==> src/rtl/mem_lsu.sv <==
// Load/store unit for the MEM stage: runs one load or store per transaction against a
// word-indexed data memory, merges sub-word stores by read-modify-write, and faults bad requests.
module mem_lsu #(
  parameter logic [31:0] MEM_BASE  = 32'h0000_0C00,
  parameter int unsigned MEM_WORDS = 256
) (
  input  logic        i_clk,
  input  logic        i_reset,
  input  logic        i_valid,
  input  logic        i_we,
  input  logic [2:0]  i_funct3,
  input  logic [31:0] i_addr,
  input  logic [31:0] i_wdata,
  output logic        o_busy,
  output logic        o_done,
  output logic        o_fault,
  output logic [31:0] o_load_data,
  output logic        o_memread,
  output logic        o_memwrite,
  output logic [31:0] o_address,
  output logic [31:0] o_write_data,
  input  logic [31:0] i_read_data
);

  localparam logic [31:0] MEM_LAST = MEM_BASE + 32'(MEM_WORDS) - 32'd1;

  typedef enum logic [1:0] {IDLE, RD, WR, RESP} state_t;

  state_t      state, state_next;
  logic        we_q;
  logic [2:0]  funct3_q;
  logic [31:0] addr_q;
  logic [31:0] word_q;
  logic        fault_q;
  logic [31:0] load_q;

  logic        illegal, misaligned, out_of_range, fault_now;
  logic [31:0] req_index;
  logic [4:0]  byte_sh, half_sh;
  logic [31:0] rd_byte_shifted, rd_half_shifted;
  logic [7:0]  rd_byte;
  logic [15:0] rd_half;
  logic [31:0] load_fmt;
  logic [31:0] merged;

  // Request checks on the raw inputs so the decision is made in the acceptance cycle.
  always_comb begin
    req_index = {2'b00, i_addr[31:2]};
    if (i_we)
      illegal = !(i_funct3 inside {3'b000, 3'b001, 3'b010});
    else
      illegal = !(i_funct3 inside {3'b000, 3'b001, 3'b010, 3'b100, 3'b101});
    misaligned   = ((i_funct3[1:0] == 2'b01) && i_addr[0]) ||
                   ((i_funct3[1:0] == 2'b10) && (i_addr[1:0] != 2'b00));
    out_of_range = (req_index < MEM_BASE) || (req_index > MEM_LAST);
    fault_now    = illegal || misaligned || out_of_range;
  end

  // Lane extraction for loads and lane merge for sub-word stores.
  always_comb begin
    byte_sh         = {addr_q[1:0], 3'b000};
    half_sh         = {addr_q[1], 4'b0000};
    rd_byte_shifted = i_read_data >> byte_sh;
    rd_half_shifted = i_read_data >> half_sh;
    rd_byte         = rd_byte_shifted[7:0];
    rd_half         = rd_half_shifted[15:0];
    case (funct3_q)
      3'b000:  load_fmt = {{24{rd_byte[7]}}, rd_byte};
      3'b001:  load_fmt = {{16{rd_half[15]}}, rd_half};
      3'b100:  load_fmt = {24'h000000, rd_byte};
      3'b101:  load_fmt = {16'h0000, rd_half};
      default: load_fmt = i_read_data;
    endcase
    if (funct3_q[1:0] == 2'b01)
      merged = (i_read_data & ~(32'h0000_FFFF << half_sh)) | ({16'h0000, word_q[15:0]} << half_sh);
    else
      merged = (i_read_data & ~(32'h0000_00FF << byte_sh)) | ({24'h000000, word_q[7:0]} << byte_sh);
  end

  always_ff @(posedge i_clk) begin
    if (i_reset) state <= IDLE;
    else         state <= state_next;
  end

  always_comb begin
    state_next = state;
    case (state)
      IDLE: if (i_valid) begin
        if (fault_now)                  state_next = RESP;
        else if (i_we && i_funct3 == 3'b010) state_next = WR;
        else                            state_next = RD;
      end
      RD:      state_next = we_q ? WR : RESP;
      WR:      state_next = RESP;
      default: state_next = IDLE;
    endcase
  end

  // word_q holds the store data until RD replaces it with the merged word.
  always_ff @(posedge i_clk) begin
    if (i_reset) begin
      we_q     <= 1'b0;
      funct3_q <= '0;
      addr_q   <= '0;
      word_q   <= '0;
      fault_q  <= 1'b0;
      load_q   <= '0;
    end else begin
      if (state == IDLE && i_valid) begin
        we_q     <= i_we;
        funct3_q <= i_funct3;
        addr_q   <= i_addr;
        word_q   <= i_wdata;
        fault_q  <= fault_now;
      end
      if (state == RD) begin
        if (we_q) word_q <= merged;
        else      load_q <= load_fmt;
      end
    end
  end

  always_comb begin
    o_busy       = 1'b1;
    o_done       = 1'b0;
    o_fault      = 1'b0;
    o_memread    = 1'b0;
    o_memwrite   = 1'b0;
    o_address    = '0;
    o_write_data = '0;
    case (state)
      IDLE: o_busy = 1'b0;
      RD: begin
        o_memread = 1'b1;
        o_address = {2'b00, addr_q[31:2]};
      end
      WR: begin
        o_memwrite   = 1'b1;
        o_address    = {2'b00, addr_q[31:2]};
        o_write_data = word_q;
      end
      default: begin
        o_done  = 1'b1;
        o_fault = fault_q;
      end
    endcase
  end

  assign o_load_data = load_q;

endmodule

==> config.mk <==
export PLATFORM = sky130hd
export DESIGN_NAME = mem_lsu
export DESIGN_NICKNAME = d
export VERILOG_FILES = /design/src/rtl/mem_lsu.sv
export SDC_FILE = /design/constraint.sdc
export NUM_CORES = 1
export LEC_CHECK = 0
export ABC_AREA = 1
export CORE_MARGIN = 1.5
export CORE_UTILIZATION = 47
export CTS_BUF_LIST = sky130_fd_sc_hd__clkbuf_4 sky130_fd_sc_hd__clkbuf_8
export CTS_CLUSTER_SIZE = 25
export DETAILED_ROUTE_END_ITERATION = 10
export GPL_ROUTABILITY_DRIVEN = 0
export PLACE_DENSITY = 0.87
export SETUP_SLACK_MARGIN = 0.05
export SLEW_MARGIN = 30
export SYNTH_ARGS = -nofsm -noshare
export SYNTH_HDL_FRONTEND = slang
export SYNTH_SLANG_ARGS = --single-unit
export TNS_END_PERCENT = 50
==> constraint.sdc <==
create_clock -name i_clk -period 1.9 [get_ports i_clk]
set_input_delay 0.285 -clock i_clk [delete_from_list [all_inputs] [get_ports i_clk]]
set_output_delay 0.285 -clock i_clk [all_outputs]
set_load 0.01 [all_outputs]
==> impl_metrics.yaml <==
logic_synthesis:
  synth_area_um2: 5870
  synthArstFlopShare: 0
  ys.flop_type: "dfxtp_1"
  yosysSeqAreaShare: 0.351
  synth.avg_cell_area_um2: 6.22
  syn_inst: 943
  synth-edff-count: 0
  ys_types: 30
  synth.ff_latch_count: 103
  ys_warn_count: 0
timing:
  holdWs_ns: 0.493
  period_needed_ns: 1.93
  fin_crit_sh: 1.02
  finalMaxSlewViolations: 0
  rsz0062_at_grt: "true"
  worst_pin_slew_ns: 0.530
  fmax_mhz: 518
  fin_skew_ns: 0.00701
  setup_viol: 7
  layout_setup_ws_ns: -0.0289
  slew_headroom: 0.643
  hold_viol: 0
worst_setup_path:
  critPathRequiredTime_ns: 1.62
  cpMostUsedCell: "buf_6"
  reg2reg_from: "state[0]"
  crit_start: "state[1]"
  cp_data_arrival_time_ns: 1.64
  critPathSlowestCell: "dfxtp_4"
  critPathMaxFanout: 7
  path_cells: "inv_4 -> ha_4 -> buf_6 -> buf_12 -> buf_6 -> nand2_2 -> inv_1 -> buf_2"
  slowest_delay_ns: 0.39
  critPathKind: "reg2out"
  startpoint_type: "flop"
  cp-end-kind: "output port"
cells_and_area:
  diodes: 0
  fillers: 1030
  finish.utilization: 0.696
  drive_gt1_frac: 0.135
  final_nets: 1243
  area_growth_pct: 43.7
clock_tree:
  clk_pin_slew_ns: 0.09
  clockRootBuffer: "clkbuf_8"
  cts_tree: "built"
  worstSkewPairLatency_ns: 0.38
  tritoncts.num_buffers: 9
  htreeDepth: 3
  postCtsHoldBufs: 0
  cts_buffer_depth: 2
  cts_sinks: 103
floorplan:
  core-area_um2: 12100
  die_h_um: 115
  die_w_um: 115
  start_util: 0.485
  rows: 40
  dieArea_um2: 13200
  io_pins: 204
power_and_ir_drop:
  vdd_drop_max_uv: 784
  p_sw_frac: 0.426
  seq_power_share: 0.290
  power_uw: 11600
  p_comb_frac: 0.571
  p_switching_uw: 4930
  power_frac_clock: 0.139
  intPower_uw: 6640
  power-per-cell-area_nw_per_um2: 1370
  leakage_uw: 0.00428
outcome:
  status: "complete, but fails checks"
  violations: "setup timing"
routing:
  routedWlPerCell_um: 15.7
  drtIter0Drc: 837
  ant_nets: 0
  viasPerCell: 5.35
  drc: 0
  wl_um: 20500
  vias: 6997
  first_pass_iters: 6
min_path:
  hold_path_class: "reg2reg"
  min-delay-start: "addr_q[18]"
place:
  portBuffers: 201
  place_hpwl_um: 14300
global_route:
  grt_pass1_wl_um: 31800
  grtUsageTotal: 0.306
  overflow: 0
  antenna_found_initial: 0
  grt_max_degree: 82
  grt_pass1_vias: 6223
job:
  cap_violations: 0
## routing by layer
layer | track usage | vias up | wire length [um]
li1 | - | 3404 | -
met1 | 0.411 | 3120 | 8500
met2 | 0.497 | 401 | 9440
met3 | 0.0416 | 72 | 1820
met4 | 0.128 | 0 | 784
met5 | 0 | - | 0
## power by group through the flow
stage                     clock, uW  combinational [uW]  sequential [uW]
after floorplan                   0                3230             3330
after global placement            0                5510             3330
after detailed placement          0                5640             3340
after CTS                      1600                6360             3320
after global routing           1700                7200             3430
final                          1600                6610             3360
## synthesized netlist by cell type, types with 2 or more instances
cell type  count  area, um^2
nand2_2        4        25.0
nand3_1       44         220
ha_1           4        50.1
buf_1          4        15.0
dfxtp_1      103        2060
a21oi_1       47         235
o221ai_1      10        87.6
o21ai_1       27         135
clkinv_1       2        7.51
buf_2         11        55.1
buf_4          2        15.0
inv_2          8        30.0
nand2_1      175         657
o31ai_1        8        60.1
o211ai_1      29         218
nand2_4        2        22.5
nor2_4         3        33.8
clkbuf_1      43         161
nor2_1       124         465
o21ai_0      128         641
a31oi_1       10        62.6
inv_1        147         552
## what timing repair did
action / in CTS / in global routing
setup endpoints to repair: 67 / 75
setup buffers: 9 / 5
gates cloned: 3 / 0
resized for setup: 189 / 63
pin swaps: 3 / 3
## through the flow
stage,setup slack [ns],setup TNS (ns),std cells,area (um^2)
2_1_floorplan,0.234,0,944,5870
6_report,-0.0289,-0.117,1308,8430
3_5_place_dp,-0.0596,-0.187,1277,8100
5_1_grt,-0.0655,-0.450,1308,8430
3_3_place_gp,0.0470,0,1277,8100
4_1_cts,-0.0547,-0.232,1304,8380
## logic make-up after synthesis
group	count (synthesis)	synth area share
and+or+nand+nor	355	0.246
DFF	103	0.351
AOI/OAI and AO/OA	262	0.249
other	1	0.000639
buffers and inverters	218	0.144
adders and majority gates	4	0.00853
## layout make-up
| cell class | count | area [um^2] | share of cell area |
|---|---|---|---|
| clock buffers | 12 | 165 | 0.0196 |
| multi-input cells | 623 | 3050 | 0.362 |
| well taps | 168 | 210 | 0.0249 |
| inverters | 157 | 592 | 0.0702 |
| repair buffers | 242 | 2280 | 0.271 |
| flip-flops and latches | 103 | 2070 | 0.245 |
| clock inverters | 3 | 65.1 | 0.00771 |
## worst paths after layout
kind	end	slack [ns]	cells past startpoint
worst max-delay path	o_address[3]	-0.03	8
worst min-delay path	addr_q[18]	0.49	2
worst max register to register	o_load_data[29]	0.11	8
worst min register to register	addr_q[18]	0.49	2
## worst max-delay path, delay by kind of cell (launching register included)
family	cells	cell delay [ns]
buf+inv	6	0.55
flops	1	0.39
fa+ha+maj	1	0.27
simple gates	1	0.04
## layout by cell type, fill, tap and decap left out, drive strengths merged
master	n
inv	156
clkdlybuf4s15	13
nand2	181
o21ai	155
buf	71
ha	4
a21oi	48
dfxtp	103
a22oi	1
clkinv	2
a221oi	1
dlygate4sd2	11
clkbuf	25
o31ai	8
o211ai	29
clkdlybuf4s50	134
nor3	1
a31oi	10
conb	2
nor2	128
o221ai	10
bufinv	2
nand3	44
or2	1
No activity file was read; power rests on OpenSTA's default activity.
